### src/rtl/hb_pkg.sv
// Shared constants and types for the 2x halfband interpolator.
// Latency: n/a (package only).
// Backpressure: n/a (package only).
package hb_pkg;

  typedef logic signed [15:0] coef_t;
  typedef logic signed [37:0] acc_t;

  typedef enum logic [1:0] {
    S_IDLE = 2'd0,
    S_MAC  = 2'd1,
    S_HOLD = 2'd2
  } state_t;

  // Non-zero, non-center halfband taps c[0..6] (Q15); c[k] pairs d[k] with d[13-k].
  localparam coef_t HB_COEF [7] = '{
    16'sd3, -16'sd25, 16'sd117, -16'sd394, 16'sd1078, -16'sd2753, 16'sd10165
  };

  // Center tap is 0.5 in Q15; with gain 2 the output scale is acc / 2^14.
  localparam coef_t HB_CENTER = 16'sd16384;
  localparam int    HB_SHIFT  = $clog2(HB_CENTER);

  // Coefficient lookup; index 7 (MAC drain cycle) yields zero.
  function automatic coef_t hb_coef(input logic [2:0] k);
    coef_t c;
    c = '0;
    if (k <= 3'd6) c = HB_COEF[k];
    return c;
  endfunction

endpackage

### src/rtl/hb_mac.sv
// Pair-add, multiply and accumulate datapath for the phase-A polyphase branch.
// Latency: one cycle per accumulated term; o_acc reflects the sum of all enabled terms.
// Backpressure: none; i_clr has priority over i_en.
module hb_mac
  import hb_pkg::*;
(
  input  logic               clk,
  input  logic               reset_n,
  input  logic               i_clr,
  input  logic               i_en,
  input  logic signed [15:0] i_a,
  input  logic signed [15:0] i_b,
  input  logic signed [15:0] i_coef,
  output acc_t               o_acc
);

  logic signed [16:0] w_pair;
  logic signed [32:0] w_prod;
  acc_t               r_acc;

  assign w_pair = $signed({i_a[15], i_a}) + $signed({i_b[15], i_b});
  assign w_prod = w_pair * i_coef;
  assign o_acc  = r_acc;

  // Accumulator: cleared at sample acceptance, adds one symmetric pair per enabled cycle
  always_ff @(posedge clk or negedge reset_n) begin
    if (!reset_n) begin
      r_acc <= '0;
    end else if (i_clr) begin
      r_acc <= '0;
    end else if (i_en) begin
      r_acc <= r_acc + acc_t'(w_prod);
    end
  end

endmodule

### src/rtl/hb_interp.sv
// 2x halfband interpolator (27 taps, gain 2), polyphase, one shared multiplier. HB_INTERP_SAT_EN saturates phase A.
// Latency: phase A strobes 8 cycles after acceptance, phase B HALF_PERIOD cycles later.
// Backpressure: x_in_ready high only when idle; a strobe while busy is dropped and sets sticky overrun.
module hb_interp
  import hb_pkg::*;
#(
  parameter int HALF_PERIOD = 8
) (
  input  logic               clk,
  input  logic               reset_n,
  input  logic signed [15:0] x_in,
  input  logic               x_in_valid,
  output logic               x_in_ready,
  output logic signed [15:0] y_out,
  output logic               y_out_valid,
  output logic               y_out_phase,
  output logic               overrun
);

  localparam logic [15:0] HOLD_LAST = 16'(HALF_PERIOD - 1);

  state_t             r_state;
  state_t             w_state_nxt;
  logic [2:0]         r_k;
  logic [15:0]        r_hold;
  logic signed [15:0] r_d [14];
  logic signed [15:0] r_y;
  logic               r_y_vld;
  logic               r_y_ph;
  logic               r_ovr;

  logic               w_accept;
  logic               w_mac_clr;
  logic               w_mac_en;
  logic               w_ld_a;
  logic               w_ld_b;
  logic [3:0]         w_ia;
  logic [3:0]         w_ib;
  acc_t               w_acc;
  acc_t               w_shift;
  logic signed [15:0] w_res_a;

  assign x_in_ready  = (r_state == S_IDLE);
  assign w_accept    = x_in_valid & x_in_ready;
  assign y_out       = r_y;
  assign y_out_valid = r_y_vld;
  assign y_out_phase = r_y_ph;
  assign overrun     = r_ovr;

  // State register
  always_ff @(posedge clk or negedge reset_n) begin
    if (!reset_n) r_state <= S_IDLE;
    else          r_state <= w_state_nxt;
  end

  // Next state and per-cycle datapath controls
  always_comb begin
    w_state_nxt = r_state;
    w_mac_clr   = 1'b0;
    w_mac_en    = 1'b0;
    w_ld_a      = 1'b0;
    w_ld_b      = 1'b0;
    case (r_state)
      S_IDLE: begin
        if (w_accept) begin
          w_state_nxt = S_MAC;
          w_mac_clr   = 1'b1;
        end
      end
      S_MAC: begin
        if (r_k == 3'd7) begin
          w_state_nxt = S_HOLD;
          w_ld_a      = 1'b1;
        end else begin
          w_mac_en = 1'b1;
        end
      end
      S_HOLD: begin
        if (r_hold == HOLD_LAST) begin
          w_state_nxt = S_IDLE;
          w_ld_b      = 1'b1;
        end
      end
      default: w_state_nxt = S_IDLE;
    endcase
  end

  // Tap index k: restarts on acceptance, steps once per accumulated pair
  always_ff @(posedge clk or negedge reset_n) begin
    if (!reset_n)      r_k <= '0;
    else if (w_mac_clr) r_k <= '0;
    else if (w_mac_en)  r_k <= r_k + 3'd1;
  end

  // HOLD dwell counter, restarted at the phase-A strobe
  always_ff @(posedge clk or negedge reset_n) begin
    if (!reset_n)               r_hold <= '0;
    else if (w_ld_a)            r_hold <= '0;
    else if (r_state == S_HOLD) r_hold <= r_hold + 16'd1;
  end

  // Delay line: shifts only on an accepted sample, d[0] newest
  always_ff @(posedge clk or negedge reset_n) begin
    if (!reset_n) begin
      for (int i = 0; i < 14; i++) r_d[i] <= '0;
    end else if (w_accept) begin
      r_d[0] <= x_in;
      for (int i = 1; i < 14; i++) r_d[i] <= r_d[i-1];
    end
  end

  assign w_ia = {1'b0, r_k};
  assign w_ib = 4'd13 - {1'b0, r_k};

  hb_mac u_mac (
    .clk     (clk),
    .reset_n (reset_n),
    .i_clr   (w_mac_clr),
    .i_en    (w_mac_en),
    .i_a     (r_d[w_ia]),
    .i_b     (r_d[w_ib]),
    .i_coef  (hb_coef(r_k)),
    .o_acc   (w_acc)
  );

  assign w_shift = w_acc >>> HB_SHIFT;

`ifdef HB_INTERP_SAT_EN
  localparam acc_t SAT_HI = acc_t'(32767);
  localparam acc_t SAT_LO = acc_t'(-32768);

  // Clamp the scaled phase-A sum into Q15 range
  always_comb begin
    w_res_a = w_shift[15:0];
    if (w_shift > SAT_HI)      w_res_a = 16'sh7fff;
    else if (w_shift < SAT_LO) w_res_a = 16'sh8000;
  end
`else
  // Two's-complement wrap: upper bits of the scaled sum are discarded
  logic w_unused_hi;
  assign w_res_a     = w_shift[15:0];
  assign w_unused_hi = ^w_shift[37:16];
`endif

  // Output register: single-cycle strobes, value held between them
  always_ff @(posedge clk or negedge reset_n) begin
    if (!reset_n) begin
      r_y     <= '0;
      r_y_vld <= 1'b0;
      r_y_ph  <= 1'b0;
    end else begin
      r_y_vld <= 1'b0;
      if (w_ld_a) begin
        r_y     <= w_res_a;
        r_y_vld <= 1'b1;
        r_y_ph  <= 1'b0;
      end else if (w_ld_b) begin
        r_y     <= r_d[6];
        r_y_vld <= 1'b1;
        r_y_ph  <= 1'b1;
      end
    end
  end

  // Sticky overrun on any strobe the block could not take
  always_ff @(posedge clk or negedge reset_n) begin
    if (!reset_n)                     r_ovr <= 1'b0;
    else if (x_in_valid && !x_in_ready) r_ovr <= 1'b1;
  end

endmodule

### config.mk
export PLATFORM = sky130hd
export DESIGN_NAME = hb_interp
export DESIGN_NICKNAME = d
export VERILOG_FILES = /design/src/rtl/hb_pkg.sv /design/src/rtl/hb_mac.sv /design/src/rtl/hb_interp.sv
export SDC_FILE = /design/constraint.sdc
export NUM_CORES = 1
export LEC_CHECK = 0
export CAP_MARGIN = 20
export CORE_MARGIN = 2
export CORE_UTILIZATION = 33
export DETAILED_ROUTE_END_ITERATION = 16
export GPL_TIMING_DRIVEN = 1
export PLACE_DENSITY = 0.47
export SLEW_MARGIN = 0
export SYNTH_ARGS = -nofsm -noshare
export SYNTH_HDL_FRONTEND = slang
export SYNTH_HIERARCHICAL = 1
export SYNTH_SLANG_ARGS = --single-unit
### constraint.sdc
create_clock -name clk -period 13.64 [get_ports clk]
set_input_delay 2.046 -clock clk [delete_from_list [all_inputs] [get_ports clk]]
set_output_delay 2.046 -clock clk [all_outputs]
set_load 0.05 [all_outputs]
==> impl_results.html <==
<table>
<tr><th>Metric</th><th>Value</th></tr>
<tr><th colspan="2">Cells and area</th></tr>
<tr><td>Layout cell share with drive strength beyond 1</td><td>0.1835</td></tr>
<tr><td>Area growth from synthesis to final layout</td><td>10.23%</td></tr>
<tr><td>Net count, final</td><td>around 2800</td></tr>
<tr><td>Finished layout cell area</td><td>between 0.02 and 0.03 mm^2</td></tr>
<tr><td>Number of antenna cells inserted</td><td>0</td></tr>
<tr><th colspan="2">Timing</th></tr>
<tr><td>Min Hold Slack</td><td>approximately 0.48 ns</td></tr>
<tr><td>Clock period minus worst slack</td><td>about 11 ns</td></tr>
<tr><td>Setup total negative slack</td><td>0 ns</td></tr>
<tr><td>Number of setup violations in the final report</td><td>0</td></tr>
<tr><td>Maximum frequency from static timing analysis</td><td>90.47 MHz</td></tr>
<tr><td>Final hold violations</td><td>0</td></tr>
<tr><td>Setup slack after layout</td><td>between 2 and 3 ns</td></tr>
<tr><td>Share of the clock period used by the worst path after layout</td><td>0.8104</td></tr>
<tr><td>Slew Viols, Final</td><td>0</td></tr>
<tr><td>Worst-case headroom to the max-slew limit</td><td>0.2469</td></tr>
<tr><td>Actual transition at the worst max-transition pin</td><td>1.124 ns</td></tr>
<tr><td>Unrepaired setup endpoints after global routing</td><td>no</td></tr>
<tr><td>Worst clock skew</td><td>roughly 0.026 ns</td></tr>
<tr><th colspan="2">Clock network</th></tr>
<tr><td>Clock latency on the worst-skew pair</td><td>0.54 ns</td></tr>
<tr><td>CTS Root Buffer Type</td><td>clkbuf_16</td></tr>
<tr><td>Largest buffer count on any clock path</td><td>3</td></tr>
<tr><td>Clock tree from TritonCTS</td><td>done</td></tr>
<tr><td>Max H-tree Level</td><td>2</td></tr>
<tr><td>Sink count of the clock tree</td><td>~290</td></tr>
<tr><td>Number of post-CTS setup repair buffers</td><td>0</td></tr>
<tr><td>Hold-fix buffers, CTS</td><td>0</td></tr>
<tr><td>Clock slew at the register clock pins of the worst setup and hold paths</td><td>0.06 ns</td></tr>
<tr><td>Number of clock buffers inserted by TritonCTS</td><td>35</td></tr>
<tr><td>Count of instances resized after the clock tree is built</td><td>0</td></tr>
<tr><th colspan="2">Yosys</th></tr>
<tr><td>Post-synthesis instance area</td><td>0.02572 mm^2</td></tr>
<tr><td>Number of warnings issued by yosys</td><td>6</td></tr>
<tr><td>Syn avg cell area</td><td>around 11 um^2</td></tr>
<tr><td>Number of standard cells after synthesis</td><td>2322</td></tr>
<tr><td>Net count of the mapped netlist</td><td>~2800</td></tr>
<tr><th colspan="2">Detailed routing</th></tr>
<tr><td>Total iterations of the first detailed-routing run</td><td>5</td></tr>
<tr><td>Number of nets with antenna violations after routing</td><td>0</td></tr>
<tr><td>Residual DRC count</td><td>0</td></tr>
<tr><td>Average wire per standard cell</td><td>~19 um</td></tr>
<tr><td>Post-detailed-routing wire length</td><td>63600 um</td></tr>
<tr><td>Vias</td><td>16557</td></tr>
<tr><td>Vias/cell</td><td>approximately 4.9</td></tr>
<tr><td>DRC violation total after the first TritonRoute iteration</td><td>~930</td></tr>
<tr><th colspan="2">Critical path</th></tr>
<tr><td>Worst Path Buf+Inv</td><td>6</td></tr>
<tr><td>Largest fanout on the critical path</td><td>30</td></tr>
<tr><td>Required time worst endpoint</td><td>approximately 14 ns</td></tr>
<tr><td>Arrival @ worst endpoint</td><td>approximately 12 ns</td></tr>
<tr><td>Sort of element at the start of the critical path</td><td>register</td></tr>
<tr><td>Worst path slowest cell</td><td>ha_1</td></tr>
<tr><td>Dominant delay contributor by cell family on the critical path</td><td>adder cells</td></tr>
<tr><td>Delay of the slowest cell on the worst path</td><td>about 0.76 ns</td></tr>
<tr><td>Type of the worst setup path</td><td>register to register</td></tr>
<tr><td>CP endpoint kind</td><td>register</td></tr>
<tr><th colspan="2">Global routing</th></tr>
<tr><td>Global-route usage over all layers</td><td>0.1630</td></tr>
<tr><td>Wire length of the first global-routing pass</td><td>about 100000 um</td></tr>
<tr><td>Via count of the first global-routing pass</td><td>~18000</td></tr>
<tr><td>Remaining global-route overflow</td><td>0</td></tr>
<tr><td>Antenna violations before repair</td><td>1</td></tr>
<tr><td>Largest net degree at the start of global routing</td><td>about 110</td></tr>
<tr><th colspan="2">Floorplan</th></tr>
<tr><td>Overall die height</td><td>283.2 um</td></tr>
<tr><td>Total die area</td><td>0.08020 mm^2</td></tr>
<tr><td>Number of cell rows</td><td>102</td></tr>
<tr><td>Std-Cell Core Area</td><td>roughly 0.077 mm^2</td></tr>
<tr><td>Number of top-level design ports</td><td>39</td></tr>
<tr><td>Die width</td><td>~280 um</td></tr>
<tr><td>Effective utilization at floorplan</td><td>0.3326</td></tr>
<tr><th colspan="2">Outcome</th></tr>
<tr><td>Run status</td><td>complete, no violations</td></tr>
<tr><th colspan="2">Placement</th></tr>
<tr><td>Gp weighted congestion</td><td>approximately 0.82</td></tr>
<tr><td>HPWL reported at the end of detailed placement</td><td>approximately 47000 um</td></tr>
<tr><td>Port Buffers</td><td>38</td></tr>
<tr><td>Post-Place Cell Area</td><td>0.02720 mm^2</td></tr>
<tr><td>Worst-case setup slack after placement</td><td>between 2 and 3 ns</td></tr>
<tr><th colspan="2">Hold path</th></tr>
<tr><td>Type of the worst min-delay path</td><td>register to register</td></tr>
<tr><th colspan="2">Job</th></tr>
<tr><td>Number of violations of the max-capacitance limit</td><td>0</td></tr>
</table>
-- tightest hold or removal path, cell delays in order (launching register included) --
cell and delay [ns]:
dfrtp_1 0.34, nand2_1 0.05, nand2_1 0.06
-- cell usage in the layout, fill, tap and decap left out, types with 11 or more instances in the layout --
cell and count:
dfrtp_1 292, inv_1 387, mux4_2 71, xnor2_1 29
a21oi_1 43, o21a_1 12, nand3_1 21, and2_1 106
mux2_2 225, mux2i_1 63, buf_4 34, fa_1 292
nor2_1 80, clkdlybuf4s50_1 37, a21o_1 11, nand2b_1 25
nor2b_1 21, clkbuf_16 36, o21bai_1 13, o221a_2 13
ha_1 121, o21ai_0 20, nand2_1 230
-- routing by layer --
layer	wire length [um]	track usage	up-vias
met1	29030	0.2216	8632
met5	13	0	-
met3	2022	0.01626	97
met4	2026	0.05265	2
met2	30510	0.2737	265
li1	-	-	7561
-- path summary, 6_finish.rpt --
check / start / endpoint / slack [ns] / depth (start not counted)
max: r_k[1]$_DFFE_PN0P_ / u_mac/o_acc[29]$_DFFE_PN0P_ / 2.59 / 36
min: y_out_phase$_DFFE_PN0P_ / y_out_phase$_DFFE_PN0P_ / 0.48 / 2
max reg2reg: r_k[1]$_DFFE_PN0P_ / u_mac/o_acc[29]$_DFFE_PN0P_ / 2.59 / 36
min reg2reg: y_out_phase$_DFFE_PN0P_ / y_out_phase$_DFFE_PN0P_ / 0.48 / 2
max in group asynchronous: reset_n / u_mac/o_acc[18]$_DFFE_PN0P_ / 10.71 / 2
min in group asynchronous: reset_n / r_d[203]$_DFFE_PN0P_ / 1.53 / 1
-- registers in the layout, summed over array words and instances (netlist names) --
name / cells
r_state: 2
u_mac/o_acc: 30
r_d: 224
y_out_valid: 1
r_k: 3
y_out: 16
y_out_phase: 1
overrun: 1
r_hold: 16
-- cell type report --
type / count / area, um^2
Timing Repair Buffer: 75 / 703.2
Clock inverter: 13 / 130.1
Tap cell: 1040 / 1301
Fill cell: 7719 / 48980
Clock buffer: 46 / 978.4
Sequential cell: 294 / 7365
Inverter: 387 / 1453
Multi-Input combinational cell: 1528 / 16420
-- through the flow --
step	utilization	instances
after floorplan	-	2322
after global placement	0.3517	3322
after detailed placement	0.3517	3322
after CTS	0.3661	3381
after global routing	0.3666	3383
final	0.3666	3383
Power is left out: the tool's default activity adds up to more than one toggle a clock period on the data nets, which glitch-free logic cannot reach.
